`src/rtl/timer_arbiter.sv`:
```
// Two-requester arbiter that shares a single up-counter. The winning requester is granted
// for len cycles, then gets a one-cycle done pulse. Ties alternate between the requesters.
module timer_arbiter #(
  parameter int DATA_WIDTH = 8
) (
  input  logic                  clk,
  input  logic                  rst,
  input  logic [1:0]            req,
  input  logic [DATA_WIDTH-1:0] len0,
  input  logic [DATA_WIDTH-1:0] len1,
  output logic [1:0]            grant,
  output logic [1:0]            done,
  output logic                  busy,
  output logic [DATA_WIDTH-1:0] count
);

  typedef enum logic [1:0] {IDLE, RUN, DONE} state_t;

  localparam logic [DATA_WIDTH-1:0] ONE = DATA_WIDTH'(1);

  state_t                state_reg, state_next;
  logic [DATA_WIDTH-1:0] count_reg, count_next;
  logic [DATA_WIDTH-1:0] len_q_reg, len_q_next;
  logic                  owner_reg, owner_next;
  logic                  last_served_reg, last_served_next;

  logic                  sel;
  logic [DATA_WIDTH-1:0] sel_len;
  logic                  in_run;
  logic                  in_done;

  // On a tie, the requester that was not served last wins.
  assign sel     = (req == 2'b11) ? ~last_served_reg : req[1];
  assign sel_len = sel ? len1 : len0;

  always_ff @(posedge clk or posedge rst) begin
    if (rst) begin
      state_reg       <= IDLE;
      count_reg       <= '0;
      len_q_reg       <= '0;
      owner_reg       <= 1'b0;
      last_served_reg <= 1'b1;
    end else begin
      state_reg       <= state_next;
      count_reg       <= count_next;
      len_q_reg       <= len_q_next;
      owner_reg       <= owner_next;
      last_served_reg <= last_served_next;
    end
  end

  always_comb begin
    state_next       = state_reg;
    count_next       = count_reg;
    len_q_next       = len_q_reg;
    owner_next       = owner_reg;
    last_served_next = last_served_reg;
    case (state_reg)
      IDLE: begin
        if (req != 2'b00) begin
          owner_next = sel;
          len_q_next = sel_len;
          count_next = '0;
          state_next = (sel_len == '0) ? DONE : RUN;
        end
      end
      RUN: begin
        if (req[owner_reg]) begin
          // The final edge loads len_q directly, so an all-ones length finishes without wrapping.
          if (count_reg == len_q_reg - ONE) begin
            count_next = len_q_reg;
            state_next = DONE;
          end else begin
            count_next = count_reg + ONE;
          end
        end else begin
          state_next       = IDLE;
          last_served_next = owner_reg;
        end
      end
      DONE: begin
        state_next       = IDLE;
        last_served_next = owner_reg;
      end
      default: state_next = IDLE;
    endcase
  end

  always_comb begin
    in_run  = (state_reg == RUN);
    in_done = (state_reg == DONE);
  end

  generate
    for (genvar gi = 0; gi < 2; gi++) begin : g_per_req
      assign grant[gi] = in_run  && (owner_reg == 1'(gi));
      assign done[gi]  = in_done && (owner_reg == 1'(gi));
    end
  endgenerate

  assign busy  = (state_reg != IDLE);
  assign count = count_reg;

endmodule

```
`config.mk`:
```
export PLATFORM = sky130hd
export DESIGN_NAME = timer_arbiter
export DESIGN_NICKNAME = d
export VERILOG_FILES = /design/src/rtl/timer_arbiter.sv
export SDC_FILE = /design/constraint.sdc
export NUM_CORES = 1
export LEC_CHECK = 0
export BUFFER_PORTS_ARGS = -buffer_cell sky130_fd_sc_hd__buf_2
export CELL_PAD_IN_SITES_DETAIL_PLACEMENT = 1
export CELL_PAD_IN_SITES_GLOBAL_PLACEMENT = 1
export CORE_ASPECT_RATIO = 0.8
export CORE_MARGIN = 2
export CORE_UTILIZATION = 36
export CTS_CLUSTER_DIAMETER = 200
export DETAILED_ROUTE_END_ITERATION = 6
export PLACE_DENSITY_LB_ADDON = 0.1
export SKIP_CTS_REPAIR_TIMING = 1
export SLEW_MARGIN = 20
export SYNTH_ARGS = -nofsm -noshare
export SYNTH_HDL_FRONTEND = slang
export SYNTH_SLANG_ARGS = --single-unit
```
`constraint.sdc`:
```
create_clock -name clk -period 2 [get_ports clk]
set_input_delay 0.3 -clock clk [delete_from_list [all_inputs] [get_ports clk]]
set_output_delay 0.3 -clock clk [all_outputs]
set_load 0.02 [all_outputs]
```
# [Yosys cells after proc, flatten, opt, wreduce, memory -nomap -nowiden]
# Index checks and enable logic that the tools add are counted.
[totals] wordCells=47 inputBits=20 out_inout_bits=13 ff_bits=20
[op_classes] n_eq_ne=8 n_addsub=2 reduce_logical=14 mux=15 n_bitwise=2 n_lt_le_gt_ge=1
[ops] cell="$mux 8" n=4
[ops] cell="$pmux 8 s2" n=1
[ops] cell="$add 8x1->8 const B" n=1
[ops] cell="$eq 8x8->1" n=1
[ops] cell="$logic_not 8->1" n=1
[ops] cell="$mux 2" n=4
[ops] cell="$reduce_bool 2->1" n=4
[ops] cell="$sub 8x1->8 const B" n=1
[ops] cell="$reduce_and 2->1" n=3
[ops] cell="$eq 2x2->1 const B" n=2
[ops] cell="$logic_and 1x1->1" n=4
[ops] cell="$mux 1" n=4
[ops] cell="$ne 2x2->1 const B" n=2
[ops] cell="$pmux 2 s2" n=1
[ops] cell="$ne 3x2->1 const B" n=1
[ops] cell="$reduce_and 3->1" n=1
[ops] cell="$eq 2x1->1 const B" n=1
[ops] cell="$logic_not 2->1" n=1
[ops] cell="$lt 1x2->1 const B" n=1
[ops] cell="$ne 2x1->1 const B" n=1
[ops] cell="$not 1->1" n=2
[ops] cell="$pmux 1 s2" n=1

# [Longest topological paths before layout]
# Gate-level depths: netlist of run 1.
[logic_depth] word_depth=7 depth_mapped=12 mapped_depth_nobuf=9

# [Worst setup path before layout of run 1]
# OpenSTA, ideal clock, no wires.
[synth_timing] path_type="flip-flop to flip-flop" start="register len_q_reg[0]" end="register count_reg[3] (netlist: count[3])" arrival_ps=2123 setup_slack_ps=-260 path_stages_with_launch=13 cell_sequence="dfrtp_1 buf_6 inv_1 ha_1 clkbuf_1 nand2_1 mux2i_1 a21oi_1 a2111oi_4 nand2_4 buf_6 a31oi_1 o22ai_1"
[synth_between] elab_chain_len=5
[synth_rtl] item="start, declared" line="23" rtl="logic [DATA_WIDTH-1:0] len_q_reg, len_q_next;"
[synth_rtl] item="start signal, assigned" line="46" rtl="len_q_reg <= len_q_next;"
[synth_rtl] item="$sub 8x1->8" line="70" rtl="if (count_reg == len_q_reg - ONE) begin"
[synth_rtl] item="$eq 8x8->1" line="70"
[synth_rtl] item="$mux 8" line="70"
[synth_rtl] item="$mux 8" line="68" rtl="if (req[owner_reg]) begin"
[synth_rtl] item="$pmux 8 s2" line="58" rtl="case (state_reg)"
[synth_rtl] item="end signal, assigned" line="45" rtl="count_reg <= count_next;"
[synth_rtl] item="end, declared" line="22" rtl="logic [DATA_WIDTH-1:0] count_reg, count_next;"
# No other way between the ends. The select of a mux whose other input is x is not followed.
# A chain may end at the register's enable or synchronous reset.

# [Final worst setup path of run 1]
[layout_timing] start="register len_q_reg[1]" end="register count_reg[5] (netlist: count[5])"
# Same word-level chain as after synthesis.

==> run_results.csv, run 1 <==
group,metric,value,unit
clock_tree,cts_buffer_depth,2,
grt,grt_max_degree,21,
grt,antenna_found_initial,0,
clock_tree,cts_num_sinks,20,
timing,fmax,474,MHz
clock_tree,path_clk_slew,80,ps
worst_setup_path,worstPathMaxFanout,8,
hold_path,hold_path_class,"in -> async",
timing,totalNegativeSetupSlack,-636,ps
timing,worst_pin_slew,811,ps
outcome,violations,"negative setup slack",
power_and_ir_drop,swShare,47.6,%
placement,place_area,1770,µm²
die,fp.dieW,75.8,µm
clock_tree,htree_levels,1,
timing,fin_skew,7.74,ps
power_and_ir_drop,powerDensity,1420,nW/µm²
clock_tree,clk_latency,270,ps
synthesis,syn_inst,173,
synthesis,synth_seq_area_share,33.8,%
synthesis,ys_ff_latch,20,
final_layout,final_net_count,241,
die,ios,33,
timing,slew_violations,0,
timing,fin_crit_sh,105,%
drt,drtIter0Drc,83,
synthesis,synth_edf_count,0,
synthesis,synth.avg_cell_area,8.57,µm²
die,coreArea,3880,µm²
clock_tree,root_buffer,"clkbuf_8",
final_layout,postLayoutCoreUtil,48.6,%
final_layout,fin_cells,273,
grt,first_global_vias,1452,
run,max_cap_viol_count,0,
final_layout,final_area,1890,µm²
worst_setup_path,crit_required,2150,ps
clock_tree,cts_tree,"yes",
grt,overflow,0,
worst_setup_path,reg2reg_slack,-110,ps
power_and_ir_drop,cellLeakagePower,0.881,nW
synthesis,synth_flop_cell,"dfrtp_1",
timing,rsz0062_at_grt,"true",
die,die_height,61.4,µm
timing,setup_viol,8,
worst_setup_path,start_kind,"flop",
drt,antenna_left,0,
die,start_util,38.2,%
final_layout,diodes,0,
placement,dp.cells,265,
final_layout,drive_above_1_share,33.0,%
drt,wl_per_cell,16.1,µm
synthesis,syn_nets,195,
drt,vias,1454,
placement,dp_slack,-162,ps
placement,hpwl,3.33,mm
timing,relSlewSlack,45.9,%
placement,io_buffers,32,
drt,route.detailed.drc,0,
drt,wl,4.41,mm
timing,fin_crit,2110,ps
power_and_ir_drop,combPwrFrac,57.8,%
synthesis,async_flop_share,100,%
timing,holdWs,176,ps
clock_tree,cts_buffers,3,
power_and_ir_drop,intPower,1.41,mW
worst_setup_path,crit_arrival,2260,ps
power_and_ir_drop,pwr-share-seq,30.3,%
grt,grt_first_pass_wirelength,7.18,mm
timing,hold_viol,0,
drt,dr.pass1.iters,4,
power_and_ir_drop,total_power,2.69,mW
worst_setup_path,critical_path_class,"reg -> reg",
timing,setup_ws,-108,ps
die,rows,20,
outcome,status,"complete, but fails checks",
power_and_ir_drop,power.share.clock,12.0,%
drt,via_per_inst,5.33,
synthesis,synth_area,1480,µm²
final_layout,areaGrowthSynthToFinish,27.2,%
synthesis,synth_cell_type_count,39,
power_and_ir_drop,ir_worst_vdd,657,µV
grt,grt_usage,20.8,%
power_and_ir_drop,p_switching,1.28,mW
placement,place_congestion,0.846,
worst_setup_path,worstSetupEndpointType,"flop",
synthesis,yosysWarningCount,0,
die,die-area,4650,µm²
-- cell usage after synthesis, types with 5 or more instances --
| master | number | area share [%] |
|---|---|---|
| nand3_1 | 7 | 2.4 |
| xor2_1 | 5 | 3.0 |
| a31oi_1 | 6 | 2.5 |
| xnor2_1 | 5 | 3.0 |
| nor2_1 | 15 | 3.8 |
| dfrtp_1 | 19 | 32 |
| nand2_1 | 20 | 5.1 |
| inv_1 | 11 | 2.8 |
| mux2i_1 | 15 | 10 |
| o21ai_0 | 13 | 4.4 |
-- final timing paths --
kind | endpoint | cells after the start | start
max | count[5]$_DFFE_PP0P_ | 9 | len_q_reg[1]$_DFFE_PP0P_
max in group asynchronous | len_q_reg[2]$_DFFE_PP0P_ | 2 | rst
min in group clk | len_q_reg[7]$_DFFE_PP0P_ | 3 | len0[7]
min | count[0]$_DFFE_PP0P_ | 2 | rst
max reg2reg | count[5]$_DFFE_PP0P_ | 9 | len_q_reg[1]$_DFFE_PP0P_
min reg2reg | len_q_reg[7]$_DFFE_PP0P_ | 2 | len_q_reg[7]$_DFFE_PP0P_
-- critical path, cell delays in order (launching register included) --
cell,delay [ps]
dfrtp_1,400
buf_4,160
nor3_2,240
xnor2_1,160
nand3_1,140
a2111oi_4,320
buf_4,190
nand2_4,100
a31oi_2,200
o22ai_1,90
-- cells in the final DEF, fill, tap and decap left out, types with 5 or more instances in the layout --
| cell | instances |
|---|---|
| buf_4 | 17 |
| xor2_1 | 5 |
| a31oi_1 | 5 |
| nor2_1 | 15 |
| nand2_1 | 19 |
| o21ai_0 | 13 |
| inv_1 | 9 |
| buf_2 | 32 |
| xnor2_1 | 5 |
| nand3_1 | 7 |
| dfrtp_1 | 18 |
| mux2i_1 | 15 |
-- kinds of logic after synthesis --
| group | Yosys count | synth area share [%] |
|---|---|---|
| AOI/OAI and AO/OA | 40 | 18.4 |
| xor gates and xnor gates | 10 | 5.91 |
| adders and majority gates | 2 | 1.69 |
| buffers and inverters | 20 | 6.24 |
| DFF | 20 | 33.8 |
| muxes | 15 | 10.1 |
| and+or+nand+nor | 66 | 23.8 |
-- area by class of cell --
type	count	area [µm²]
Fill cell	489	1990
Clock buffer	4	55.1
Inverter	11	41.3
Timing Repair Buffer	49	288
Tap cell	55	68.8
Sequential cell	20	503
Multi-Input combinational cell	134	930
-- power by group through the flow --
| stage | Clock (mW) | Combinational (mW) | Sequential [mW] |
|---|---|---|---|
| 2_1_floorplan | 0 | 1.04 | 0.729 |
| 3_3_place_gp | 0 | 1.36 | 0.806 |
| 3_5_place_dp | 0 | 1.42 | 0.814 |
| 4_1_cts | 0.330 | 1.42 | 0.804 |
| 5_1_grt | 0.348 | 1.72 | 0.837 |
| 6_report | 0.321 | 1.55 | 0.813 |
-- layer usage --
layer,GRT usage (%),vias to the layer above,wire [µm]
met5,0,-,0
met4,4.51,0,53
met3,3.44,6,174
met2,35.2,32,2070
met1,28.2,707,2100
li1,-,709,-
Note: power is estimated with default switching activity, not from simulation.
==> inputs of run 2 (changes only) <==
- CORE_UTILIZATION: 36 -> 40
- clock period: 2 -> 2.1 ns (I/O delays scaled with it)
==> run 2 against run 1 <==
The flow still finishes with violations (negative setup slack). First-iteration DRC count increased by 3.6%. Cell area increased by 2.4%. Sequential power decreased by 3.7%. Register-to-register slack improved by 50 ps. Die area decreased by 9.4%. Largest cell class unchanged.
==> run_results.csv, run 2 (synthesis results as in run 1) <==
group,metric,value,unit
drt,wl_met2,2.20,mm
drt,antenna_left,0,
worst_setup_path,crit_arrival,2300,ps
timing,setup_viol,4,
timing,fin_crit_sh,103,%
placement,hpwl,3.14,mm
drt,wl_per_cell,17.8,µm
drt,via_per_inst,5.73,
drt,dr.max_layer_used,"met4",
clock_tree,cts_buffers,3,
final_layout,diodes,0,
worst_setup_path,start_kind,"flop",
worst_setup_path,worstPathMaxFanout,8,
power_and_ir_drop,combPwrFrac,58.7,%
timing,worst_pin_slew,799,ps
final_layout,final_net_count,240,
power_and_ir_drop,p_switching,1.27,mW
drt,met3WireLength,209,µm
power_and_ir_drop,power.share.clock,11.7,%
power_and_ir_drop,powerDensity,1370,nW/µm²
power_and_ir_drop,swShare,48.0,%
die,die_height,58.5,µm
die,fp.dieW,72.1,µm
clock_tree,cts_tree,"yes",
grt,grt_usage,21.1,%
clock_tree,path_clk_slew,80,ps
drt,route.detailed.drc,0,
power_and_ir_drop,ir_worst_vdd,610,µV
timing,slew_violations,0,
worst_setup_path,crit_required,2250,ps
drt,wl,4.61,mm
final_layout,drive_above_1_share,36.4,%
clock_tree,cts_num_sinks,20,
placement,io_buffers,32,
power_and_ir_drop,cellLeakagePower,0.891,nW
worst_setup_path,crit_chain,"xnor2_1 > a31oi_1 > a2111oi_4 > nand2_4 > buf_8 > mux2i_2 > o22ai_1",
worst_setup_path,worst-path-stages,7,
final_layout,final_common_cell,"buf_2",
run,max_cap_viol_count,0,
clock_tree,root_buffer,"clkbuf_8",
die,die-area,4210,µm²
placement,place_congestion,0.847,
timing,hold_viol,0,
grt,first_global_vias,1499,
timing,fin_skew,8.14,ps
clock_tree,htree_levels,1,
worst_setup_path,reg2reg_slack,-60,ps
outcome,status,"complete, but fails checks",
grt,antenna_found_initial,0,
timing,rsz0062_at_grt,"true",
power_and_ir_drop,intPower,1.37,mW
worst_setup_path,critical_path_class,"reg -> reg",
die,start_util,42.4,%
drt,dr.pass1.iters,6,
die,ios,33,
drt,wl_met1,2.13,mm
worst_setup_path,slowest_stage,"dfrtp_1",
grt,grt_max_degree,21,
clock_tree,cts_buffer_depth,2,
worst_setup_path,cpPeakStageDelay,500,ps
timing,fmax,463,MHz
clock_tree,clk_latency,270,ps
timing,fin_crit,2160,ps
drt,drtIter0Drc,86,
hold_path,hold_path_class,"in -> async",
worst_setup_path,crit_family,"compound AO/OA/AOI/OAI gates",
timing,relSlewSlack,46.5,%
timing,totalNegativeSetupSlack,-129,ps
worst_setup_path,critPathBufInv,1,
final_layout,areaGrowthSynthToFinish,30.2,%
final_layout,postLayoutCoreUtil,55.2,%
timing,setup_ws,-59.6,ps
worst_setup_path,worstSetupEndpointType,"flop",
drt,vias,1485,
grt,overflow,0,
die,rows,19,
die,coreArea,3490,µm²
worst_setup_path,rr_worst_depth,7,
power_and_ir_drop,pwr-share-seq,29.6,%
grt,grt_first_pass_wirelength,6.97,mm
final_layout,mostFrequentLayoutCells,"buf_2 (32), nand2_1 (19), dfrtp_1 (17)",
outcome,violations,"negative setup slack",
[run 2: changes by cell type in the layout (fill, tap and decap cells not counted), moves of 2 or more]
cell | previous run | this run
a31oi_2 | 1 | 4
buf_4 | 17 | 14
a31oi_1 | 5 | 2
buf_8 | 0 | 2
[run 2: worst paths after layout]
check,from,end
hold reg to reg,len_q_reg[7]$_DFFE_PP0P_,len_q_reg[7]$_DFFE_PP0P_
max in group asynchronous,rst,len_q_reg[2]$_DFFE_PP0P_
setup reg to reg,len_q_reg[4]$_DFFE_PP0P_,count[3]$_DFFE_PP0P_
min in group clk,len0[2],len_q_reg[2]$_DFFE_PP0P_
hold / removal,rst,count[4]$_DFFE_PP0P_
setup / recovery,len_q_reg[4]$_DFFE_PP0P_,count[3]$_DFFE_PP0P_
[run 2: area by class of cell]
type                    instances  area (µm²)
clock buffers                   4        55.1
fillers                       424        1560
inverters                      11        41.3
multi-input cells             133         971
flip-flops and latches         20         504
well taps                      42        52.6
repair buffers                 49         307
[run 2: power groups by stage]
stage	registers (mW)	logic [mW]	clock network (mW)
3_3_place_gp	0.756	1.24	0
3_5_place_dp	0.769	1.28	0
4_1_cts	0.762	1.30	0.311
2_1_floorplan	0.694	0.994	0
5_1_grt	0.809	1.68	0.326
6_report	0.783	1.55	0.309
[run 2: through the flow]
step	worst slack, ps	std cells	power, mW	area [µm²]	hold WS (ps)
2_1_floorplan	-52.1	173	1.69	1490	278
3_3_place_gp	84.8	249	2.00	1730	492
3_5_place_dp	-43.1	249	2.05	1730	511
4_1_cts	-70.6	253	2.37	1780	217
5_1_grt	-173	259	2.82	1930	254
6_report	-59.6	259	2.64	1930	176
[run 2: worst reg2reg max path, cell delays in order (launching register included)]
cell and delay (ps):
dfrtp_1 500, xnor2_1 380, a31oi_1 150, a2111oi_4 430, nand2_4 110, buf_8 170, mux2i_2 200, o22ai_1 100
[run 2: metal layers]
| layer | up-vias | track usage, % |
|---|---|---|
| met5 | - | 0 |
| met4 | 0 | 6.20 |
| met3 | 9 | 4.28 |
| met2 | 40 | 34.5 |
| met1 | 728 | 28.5 |
| li1 | 708 | - |
==> inputs of run 3 (changes only) <==
- ABC_AREA: not set -> 1
- CORE_UTILIZATION: 40 -> 41
- clock period: 2.1 -> 2.55 ns (I/O delays scaled with it)
==> run 3 against run 2 <==
The run now ends clean. Combinational power down 17%. Cell area down 2.8%. Non-clock buffer count down 17. Sequential power down 21%. Cell count up 31%. Hold slack better by 86 ps. Area after synthesis up 9.4%. First-iteration DRC count down 42%.
==> run_results.csv, run 3 <==
group,metric,value,unit
run,max_cap_viol_count,0,
grt,grt_busiest_layer,"met2",
clock_tree,cts_num_sinks,20,
synthesis,synth_flop_cell,"dfrtp_1",
synthesis,synth_seq_area_share,30.9,%
drt,via_per_inst,4.76,
die,coreArea,3800,µm²
outcome,status,"finished clean",
final_layout,final_net_count,306,
final_layout,areaGrowthSynthToFinish,15.7,%
final_layout,final_common_cell,"nand2_1",
synthesis,yosysMostFrequentCell,"nand2_1",
synthesis,ys_ff_latch,20,
power_and_ir_drop,total_power,2.15,mW
synthesis,synth.avg_cell_area,6.46,µm²
synthesis,synth_edf_count,0,
drt,dr.pass1.iters,4,
final_layout,fillers,572,
final_layout,postLayoutCoreUtil,49.3,%
timing,fmax,511,MHz
grt,use_met1,29.4,%
timing,holdWs,261,ps
die,ios,33,
worst_setup_path,reg2reg_slack,590,ps
die,start_util,42.6,%
synthesis,synth_commonest_cells,"nand2_1 (83), inv_1 (37), nor2_1 (20), dfrtp_1 (19), nand3_1 (19)",
timing,fin_crit_sh,76.7,%
clock_tree,clk_latency,260,ps
placement,dp.cells,334,
synthesis,synth_top_family_by_area,"simple AND/OR/NAND/NOR gates",
clock_tree,path_clk_slew,80,ps
worst_setup_path,crit_required,2700,ps
worst_setup_path,r2r_end,"count[7]$_DFFE_PP0P_",
timing,hold_viol,0,
synthesis,synth_compound_area_share,12.2,%
worst_setup_path,rr_worst_depth,13,
placement,place_congestion,0.827,
clock_tree,root_buffer,"clkbuf_8",
drt,wl_per_cell,12.4,µm
drt,antenna_left,0,
timing,setup_viol,0,
timing,totalNegativeSetupSlack,0,ps
timing,setup_ws,593,ps
worst_setup_path,critical_path_class,"reg -> reg",
synthesis,synth_cell_type_count,30,
worst_setup_path,slowest_stage,"dfrtp_1",
clock_tree,cts_tree,"yes",
timing,fin_skew,4.30,ps
worst_setup_path,worstSetupEndpointType,"flop",
drt,route.detailed.drc,0,
placement,hpwl,3.32,mm
hold_path,hold_path_class,"in -> async",
final_layout,mostFrequentLayoutCells,"nand2_1 (83), inv_1 (37), buf_2 (32)",
grt,overflow,0,
final_layout,final_area,1880,µm²
final_layout,drive_above_1_share,20.1,%
grt,grt_use_met2,34.8,%
worst_setup_path,reg2reg_from,"len_q_reg[0]$_DFFE_PP0P_",
timing,rsz0062_at_grt,"false",
grt,grt_max_degree,21,
clock_tree,cts_buffers,3,
synthesis,yosysWarningCount,0,
die,die_height,60.3,µm
synthesis,syn_nets,273,
worst_setup_path,start_kind,"flop",
die,rows,20,
timing,slew_violations,0,
synthesis,yosys.area_share.simple,38.5,%
worst_setup_path,crit_path_frequent_cell,"nand2_1",
timing,relSlewSlack,46.8,%
final_layout,fin_cells,338,
die,die-area,4480,µm²
worst_setup_path,cpPeakStageDelay,410,ps
power_and_ir_drop,cellLeakagePower,1.05,nW
grt,antenna_found_initial,0,
synthesis,synth_top_area_share,29.3,%
power_and_ir_drop,powerDensity,1150,nW/µm²
worst_setup_path,crit_chain,"inv_1 > ha_1 > inv_1 > nand2_1 > nand2_1 > nor2_1 > nand2_1 > nor2_2 > nand2_2 > inv_2 > nand3_1 > nand3_1 > nand2_1",
synthesis,yosysTopAreaCell,"dfrtp_1",
grt,first_global_vias,1569,
worst_setup_path,crit_arrival,2110,ps
worst_setup_path,worstPathMaxFanout,9,
grt,grt_usage,21.5,%
grt,grt_first_pass_wirelength,7.20,mm
placement,dp_slack,685,ps
synthesis,synthMuxAreaShare,0,%
final_layout,diodes,0,
power_and_ir_drop,ir_worst_vdd,452,µV
synthesis,yosys.area_share.xor_xnor,4.86,%
placement,io_buffers,32,
synthesis,synth_area,1620,µm²
synthesis,synth_fa_ha_area_share,1.54,%
drt,drtIter0Drc,50,
clock_tree,cts_buffer_depth,2,
placement,place_area,1820,µm²
synthesis,synthTopCellsByArea,"dfrtp_1 (29%), nand2_1 (19%), inv_1 (8.6%)",
timing,fin_crit,1960,ps
die,fp.dieW,74.3,µm
timing,worst_pin_slew,797,ps
synthesis,syn_inst,251,
drt,vias,1608,
synthesis,async_flop_share,100,%
clock_tree,htree_levels,1,
grt,met3_usage,4.22,%
drt,wl,4.19,mm
==> run 3: cell types whose count changed after synthesis, sizes merged, moves of 4 or more <==
cell    previous run  this run
nor4               6         0
nand2             21        88
o21ai             14        22
nand3              7        20
o211ai             4         0
o21bai             2         8
clkbuf             5         1
a31oi              6         0
nor2              15        27
inv               11        41
mux2i             15         0
or2                4         0
==> run 3: worst max-delay path: cells and delay by family (launching register included) <==
family | cells | cell delay, ps
buffers and inverters | 3 | 320
DFF | 1 | 410
adders and majority gates | 1 | 310
and+or+nand+nor | 9 | 800
==> run 3: area by class of cell <==
class | instances | area [µm²] | area share [%]
Inverter | 44 | 165 | 8.80
Multi-Input combinational cell | 183 | 926 | 49.3
Sequential cell | 20 | 502 | 26.7
Timing Repair Buffer | 32 | 160 | 8.53
Clock buffer | 4 | 55.1 | 2.93
Tap cell | 55 | 68.8 | 3.67
==> run 3: worst max path at each step <==
stage	start	end	slack, ps	cells after the start
after floorplan	len_q_reg[0]$_DFFE_PP0P_	count[1]$_DFFE_PP0P_	970	12
after global placement	len_q_reg[0]$_DFFE_PP0P_	count[5]$_DFFE_PP0P_	710	13
after detailed placement	len_q_reg[0]$_DFFE_PP0P_	count[7]$_DFFE_PP0P_	690	13
after CTS	len_q_reg[0]$_DFFE_PP0P_	count[7]$_DFFE_PP0P_	600	13
after global routing	len_q_reg[0]$_DFFE_PP0P_	count[7]$_DFFE_PP0P_	430	13
final	len_q_reg[0]$_DFFE_PP0P_	count[7]$_DFFE_PP0P_	590	13
==> run 3: cell families after synthesis <==
logic type / after synthesis
simple gates: 139
fa+ha+maj: 2
flops: 20
xor+xnor: 9
compound gates: 33
buf+inv: 48
==> run 3: power breakdown <==
| group | total (mW) | internal (mW) | switching (mW) |
|---|---|---|---|
| sequential | 0.618 | 0.448 | 0.170 |
| combinational | 1.29 | 0.412 | 0.877 |
| clock | 0.246 | 0.138 | 0.109 |
| total | 2.15 | 0.997 | 1.16 |
==> run 3: per-layer routing <==
layer	wire length [µm]	share of wire [%]
met1	2110	50
met4	36	0.86
met3	164	3.9
met5	0	0
met2	1890	45
